--- config.mk ---
export PLATFORM = sky130hd
export DESIGN_NAME = ddr3_rd_burst_ctrl
export DESIGN_NICKNAME = d
export VERILOG_FILES = /design/src/rtl/ddr3_rd_burst_ctrl.sv
export SDC_FILE = /design/constraint.sdc
export NUM_CORES = 1
export LEC_CHECK = 0
export ABC_AREA = 1
export CELL_PAD_IN_SITES_DETAIL_PLACEMENT = 1
export CELL_PAD_IN_SITES_GLOBAL_PLACEMENT = 1
export CORE_ASPECT_RATIO = 1.2
export CORE_UTILIZATION = 33
export DETAILED_ROUTE_END_ITERATION = 10
export PLACE_DENSITY_LB_ADDON = 0.1
export SYNTH_ARGS = -nofsm -noshare
export SYNTH_HDL_FRONTEND = slang
export SYNTH_SLANG_ARGS = --single-unit
--- constraint.sdc ---
create_clock -name clk -period 4.86 [get_ports clk]
set_input_delay 0.972 -clock clk [delete_from_list [all_inputs] [get_ports clk]]
set_output_delay 0.972 -clock clk [all_outputs]
set_load 0.005 [all_outputs]
--- src/rtl/ddr3_rd_burst_ctrl.sv ---
// rtl/ddr3_rd_burst_ctrl.sv - multi-burst DDR3 AXI read master with protocol error counting
// Splits one transfer into AXI bursts, keeps up to MAX_OUTST in flight, forwards data one cycle later.
module ddr3_rd_burst_ctrl #(
  parameter int CTRL_ADDR_WIDTH = 28,
  parameter int MEM_DQ_WIDTH    = 16,
  parameter int LEN_WIDTH       = 4,
  parameter int XFER_WIDTH      = 16,
  parameter int MAX_OUTST       = 4,
  parameter int BEAT_ADDR_INC   = 8
) (
  input  logic                         clk,
  input  logic                         rst,
  input  logic                         rd_req,
  output logic                         rd_ready,
  input  logic [CTRL_ADDR_WIDTH-1:0]   rd_start_addr,
  input  logic [XFER_WIDTH-1:0]        rd_beats,
  input  logic [3:0]                   rd_id,
  input  logic                         rd_ap,
  input  logic                         ds_afull,
  output logic                         rd_valid,
  output logic [MEM_DQ_WIDTH*8-1:0]    rd_data,
  output logic                         rd_last,
  output logic                         rd_done_p,
  output logic                         rd_busy,
  output logic [CTRL_ADDR_WIDTH-1:0]   axi_araddr,
  output logic [3:0]                   axi_aruser_id,
  output logic                         axi_aruser_ap,
  output logic [LEN_WIDTH-1:0]         axi_arlen,
  output logic                         axi_arvalid,
  input  logic                         axi_arready,
  input  logic [MEM_DQ_WIDTH*8-1:0]    axi_rdata,
  input  logic [3:0]                   axi_rid,
  input  logic                         axi_rlast,
  input  logic                         axi_rvalid,
  output logic                         err_flag,
  output logic [7:0]                   err_cnt
);
  localparam int DW        = MEM_DQ_WIDTH * 8;
  localparam int PTR_W     = (MAX_OUTST > 1) ? $clog2(MAX_OUTST) : 1;
  localparam int OUT_W     = $clog2(MAX_OUTST + 1);
  localparam int MAX_BURST = 2 ** LEN_WIDTH;

  typedef enum logic [1:0] {S_IDLE, S_ISSUE, S_DRAIN, S_DONE} state_t;
  state_t r_state, w_next;

  logic [CTRL_ADDR_WIDTH-1:0] r_addr;
  logic [XFER_WIDTH-1:0]      r_beats, r_remain, r_rcv_cnt;
  logic [3:0]                 r_id;
  logic                       r_ap;
  logic                       r_arvalid;
  logic [LEN_WIDTH-1:0]       r_arlen;
  logic [LEN_WIDTH-1:0]       r_len_fifo [MAX_OUTST];
  logic [PTR_W-1:0]           r_wr_ptr, r_rd_ptr;
  logic [OUT_W-1:0]           r_outst;
  logic [LEN_WIDTH-1:0]       r_beat_cnt;
  logic                       r_rd_valid, r_rd_last;
  logic [DW-1:0]              r_rd_data;
  logic                       r_err_flag;
  logic [7:0]                 r_err_cnt;

  logic                       w_accept, w_ar_hs, w_can_issue;
  logic [XFER_WIDTH-1:0]      w_burst, w_remain_after;
  logic [LEN_WIDTH:0]         w_ar_beats;
  logic [CTRL_ADDR_WIDTH-1:0] w_addr_inc;
  logic                       w_beat, w_at_end, w_pop;
  logic                       w_err_id, w_err_miss, w_err_early, w_err_stray;
  logic [2:0]                 w_err_sum;
  logic [8:0]                 w_err_next;

  function automatic logic [PTR_W-1:0] ptr_inc(input logic [PTR_W-1:0] p);
    return (p == PTR_W'(MAX_OUTST - 1)) ? '0 : p + PTR_W'(1);
  endfunction

  assign w_accept       = (r_state == S_IDLE) && rd_req;
  assign w_ar_hs        = r_arvalid && axi_arready;
  assign w_burst        = (r_remain >= XFER_WIDTH'(MAX_BURST)) ? XFER_WIDTH'(MAX_BURST) : r_remain;
  assign w_ar_beats     = {1'b0, r_arlen} + (LEN_WIDTH+1)'(1);
  assign w_addr_inc     = CTRL_ADDR_WIDTH'(w_ar_beats) * CTRL_ADDR_WIDTH'(BEAT_ADDR_INC);
  assign w_remain_after = r_remain - XFER_WIDTH'(w_ar_beats);
  // ds_afull only gates raising arvalid; once raised the request is held until arready
  assign w_can_issue    = (r_state == S_ISSUE) && !r_arvalid && (r_outst < OUT_W'(MAX_OUTST))
                          && !ds_afull && (r_remain != '0);

  assign w_beat      = axi_rvalid && (r_outst != '0);
  assign w_at_end    = (r_beat_cnt == r_len_fifo[r_rd_ptr]);
  assign w_pop       = w_beat && (axi_rlast || w_at_end);
  assign w_err_id    = w_beat && (axi_rid != r_id);
  assign w_err_miss  = w_beat && w_at_end && !axi_rlast;
  assign w_err_early = w_beat && axi_rlast && !w_at_end;
  assign w_err_stray = axi_rvalid && (r_outst == '0);
  assign w_err_sum   = 3'(w_err_id) + 3'(w_err_miss) + 3'(w_err_early) + 3'(w_err_stray);
  assign w_err_next  = {1'b0, r_err_cnt} + 9'(w_err_sum);

  always_ff @(posedge clk) begin
    if (rst) r_state <= S_IDLE;
    else     r_state <= w_next;
  end

  always_comb begin
    w_next    = r_state;
    rd_ready  = 1'b0;
    rd_done_p = 1'b0;
    case (r_state)
      S_IDLE: begin
        rd_ready = 1'b1;
        if (rd_req) w_next = (rd_beats == '0) ? S_DONE : S_ISSUE;
      end
      S_ISSUE: if (w_ar_hs && (w_remain_after == '0)) w_next = S_DRAIN;
      S_DRAIN: if ((r_outst == '0) && (r_rcv_cnt == r_beats)) w_next = S_DONE;
      S_DONE: begin
        rd_done_p = 1'b1;
        w_next    = S_IDLE;
      end
      default: w_next = S_IDLE;
    endcase
  end

  always_ff @(posedge clk) begin
    if (rst) begin
      r_addr     <= '0;
      r_beats    <= '0;
      r_remain   <= '0;
      r_rcv_cnt  <= '0;
      r_id       <= '0;
      r_ap       <= 1'b0;
      r_arvalid  <= 1'b0;
      r_arlen    <= '0;
      r_wr_ptr   <= '0;
      r_rd_ptr   <= '0;
      r_outst    <= '0;
      r_beat_cnt <= '0;
      r_rd_valid <= 1'b0;
      r_rd_last  <= 1'b0;
      r_rd_data  <= '0;
      r_err_flag <= 1'b0;
      r_err_cnt  <= '0;
      for (int i = 0; i < MAX_OUTST; i++) r_len_fifo[i] <= '0;
    end else begin
      if (w_accept) begin
        r_addr   <= rd_start_addr;
        r_beats  <= rd_beats;
        r_remain <= rd_beats;
        r_id     <= rd_id;
        r_ap     <= rd_ap;
      end else if (w_ar_hs) begin
        r_addr   <= r_addr + w_addr_inc;
        r_remain <= w_remain_after;
      end

      if (w_ar_hs) begin
        r_arvalid              <= 1'b0;
        r_len_fifo[r_wr_ptr]   <= r_arlen;
        r_wr_ptr               <= ptr_inc(r_wr_ptr);
      end else if (w_can_issue) begin
        r_arvalid <= 1'b1;
        r_arlen   <= LEN_WIDTH'(w_burst - XFER_WIDTH'(1));
      end

      if (w_pop) r_rd_ptr <= ptr_inc(r_rd_ptr);
      case ({w_ar_hs, w_pop})
        2'b10:   r_outst <= r_outst + OUT_W'(1);
        2'b01:   r_outst <= r_outst - OUT_W'(1);
        default: r_outst <= r_outst;
      endcase

      // A missing rlast still closes the burst so the next one lines up with its length
      r_rd_valid <= w_beat;
      r_rd_last  <= w_beat && (r_rcv_cnt == r_beats - XFER_WIDTH'(1));
      if (w_beat) begin
        r_rd_data  <= axi_rdata;
        r_beat_cnt <= w_pop ? '0 : r_beat_cnt + LEN_WIDTH'(1);
      end
      if (w_accept)    r_rcv_cnt <= '0;
      else if (w_beat) r_rcv_cnt <= r_rcv_cnt + XFER_WIDTH'(1);

      if (w_accept) begin
        r_err_flag <= 1'b0;
        r_err_cnt  <= '0;
      end else if (w_err_sum != '0) begin
        r_err_flag <= 1'b1;
        r_err_cnt  <= w_err_next[8] ? 8'hFF : w_err_next[7:0];
      end
    end
  end

  assign rd_busy       = ~rd_ready;
  assign rd_valid      = r_rd_valid;
  assign rd_data       = r_rd_data;
  assign rd_last       = r_rd_last;
  assign axi_araddr    = r_addr;
  assign axi_aruser_id = r_id;
  assign axi_aruser_ap = r_ap;
  assign axi_arlen     = r_arlen;
  assign axi_arvalid   = r_arvalid;
  assign err_flag      = r_err_flag;
  assign err_cnt       = r_err_cnt;
endmodule

==> impl_results.md <==
* DRC at 0
* Fillers at 4,236
* Hold Crit Class: reg -> reg
* Htree depth at 1
* Mapped Avg Cell Area at 7.439 um^2
* Root buf cell: clkbuf_16
* Yosys reg bits at 256
* Cts repair resizes at 0
* Gate Count Post-Synth at roughly 1,600
* Post-CTS setup buffers at 0
* Final net count at between 2,000 and 2,500
* Most frequent cells in the layout: nor2_1, clkdlybuf4s50_1, nand2_1
* Yosys cell types at 54
* Peak supply drop at between 300 and 400 uV
* Worst-margin pin slew at 1031 ps
* GRT Util Overall at 22.59%
* Sequential-to-total area share from yosys stat at between 40% and 50%
* Reg area at approximately 5300 um^2
* Final WS setup at 1081 ps
* Multi-input logic area at 5828 um^2
* Highest clock rate at ~0.26 GHz
* Setup WS pre-CTS at 541.0 ps
* Routed wire per std cell at 17.31 um
* Full die area at 36,700 um^2
* Row cnt at between 70 and 80
* Hold buffers post-CTS at 0
* Power density cells at 449.3 nW/um^2
* Via Count at 11,867
* Fin. Hold Viols at 0
* Net Count, Synth at 1,814
* Global-route wire length before repair at 66,510 um
* Final instance area at 16,920 um^2
* Max-slew headroom at 31.25%
* Final Cycle Share at 77.75%
* Setup violators final at 0
* Syn. warnings at 0
* Crit-path max FO at 9
* Share of layout cells above drive strength 1 at 6.352%
* Leak pwr at around 6.4 nW
* Drt total wl at 41,820 um
* Clock sink count at 256
* Pin count of the biggest net entering global routing at 112
* Final Max Tran Viols at 0
* RSZ-0062 raised after global routing: no
* Layout Skew at about 14 ps
* Commonest non-fill, non-tap cell in the layout: nor2_1
* Outcome: finished clean
* Clock latency on the worst-skew pair at 570 ps
* Clk pin slew, worst setup/hold paths at 60 ps
* Max-cap violation count at 0
* Tot Pwr at 0.007600 W
* Vias in the first global route at 12,202
* CTS buffer count at 30
* GP Congestion at 0.8513
* Req. time, crit path at 5260 ps
* Setup TNS at 0 ps
* Initial DRC count at 471
* Initial antenna violation count at 2
* Placed Area at 15,890 um^2
* Crit end category: register
* Crit path time final at roughly 3800 ps
* GRT Residual Overflow at 0
* DRT Pass-1 Iters at 4
* Height of the die at 209.7 um
* Die W at 175.0 um
* Cell area after synthesis at 11,860 um^2
* Detailed placement HPWL at 30,950 um
* Initial core utilization at 33.70%
* Worst Setup Start Kind: register
* Remaining antenna violation count at 0
* Clock tree buffer depth at 3
* Core box area at 35,190 um^2
* WS Path Type: reg -> reg
* Vias/cell at 4.912
* Area grow syn2layout at 42.66%
* I/O pin count at 368
* Number of port buffers at 367
* TritonCTS clock tree: done
* CP arrival at around 4200 ps
## critical path, cell delays in order, from the launching register on
cell and delay [ps]:
dfxtp_1 510, nand2_1 100, nand3_1 100, nand2_1 60, xor2_1 150, nor2_2 200
nand4_1 150, fa_1 530, inv_1 50, ha_1 190, ha_1 320, inv_1 70
fa_1 420, o21ai_0 290, nand3_1 230, nor3_1 190, a211oi_1 60
## per-stage QoR
step	util (%)	hold WS (ps)	instances
floorplan	-	456.9	1594
global placement	45.16	461.6	2363
detailed placement	45.16	471.7	2363
CTS	48.06	485.6	2414
global route	48.07	501.0	2416
finish	48.07	478.6	2416
## state kept, by name (all words and copies together) (netlist names), named ones only
register	cells
axi_arvalid	1
err_flag	1
r_remain	16
r_outst	3
rd_valid	1
axi_aruser_id	4
r_len_fifo	16
r_rcv_cnt	16
axi_arlen	4
rd_last	1
r_beats	16
r_state	2
r_rd_ptr	2
rd_data	128
err_cnt	8
axi_araddr	28
r_wr_ptr	2
axi_aruser_ap	1
r_beat_cnt	4
## Yosys cell counts (all sizes together)
master,instances,share of area [%]
dfxtp,240,41
clkbuf,47,1.6
nand2,262,8.5
o21a,1,0.063
fa,5,0.84
o21ai,175,7.4
nor3b,1,0.063
nor2,384,13
a22oi,1,0.063
xnor2,20,1.5
xor2,33,2.5
a41oi,1,0.074
a311oi,1,0.074
nand4,20,1.1
a21boi,1,0.16
o22ai,11,0.58
nand3,76,3.7
clkinv,2,0.063
nand3b,5,0.32
inv,116,3.7
nor4,10,0.53
a32o,1,0.084
a31oi,39,2.1
or2,7,0.39
o31ai,3,0.19
ha,27,2.8
nor3,15,0.98
and3,2,0.11
a21oi,42,1.8
o211ai,3,0.19
edfxtp,16,4.1
a211oi,3,0.19
buf,24,0.97
## final cells by class
class	instances	share of cell area, %
Sequential cell	256	31.24
Clock inverter	8	0.5695
Antenna cell	2	0.02959
Multi-Input combinational cell	1149	34.45
Timing Repair Buffer	378	22.17
Inverter	118	2.663
Tap cell	462	3.417
Clock buffer	43	5.451
## path summary, 6_finish.rpt
path | slack [ps] | startpoint | depth (start not counted) | end
worst max register to register | 1080 | register | 16 | err_cnt[4]
worst max-delay path | 1080 | register | 16 | err_cnt[4]
worst min-delay path | 480 | axi_araddr[2] | 2 | axi_araddr[2]
worst min register to register | 480 | axi_araddr[2] | 2 | axi_araddr[2]
## layer usage
layer,vias to the layer above,wire [um],GRT usage (%)
li1,5877,-,-
met1,5639,17350,26.80
met2,299,21380,41.65
met3,52,2316,3.822
met4,0,779,5.817
met5,-,0,0
## kinds of logic after synthesis
family          Yosys count  share of synthesized area [%]
fa+ha+maj                32                          3.693
compound gates          282                          12.98
xor+xnor                 53                          3.978
flops                   256                          44.57
buf+inv                 189                          6.299
simple gates            782                          28.48
## report_power, final
| part | leakage, nW | total, W | switching (W) | internal [W] |
|---|---|---|---|---|
| Combinational | 3.77 | 0.00261 | 0.00145 | 0.00116 |
| Clock | 0.504 | 0.00233 | 0.000917 | 0.00141 |
| Sequential | 2.12 | 0.00267 | 0.000253 | 0.00241 |
| Total | 6.39 | 0.00760 | 0.00262 | 0.00498 |
Note: power is estimated with default switching activity, not from simulation.
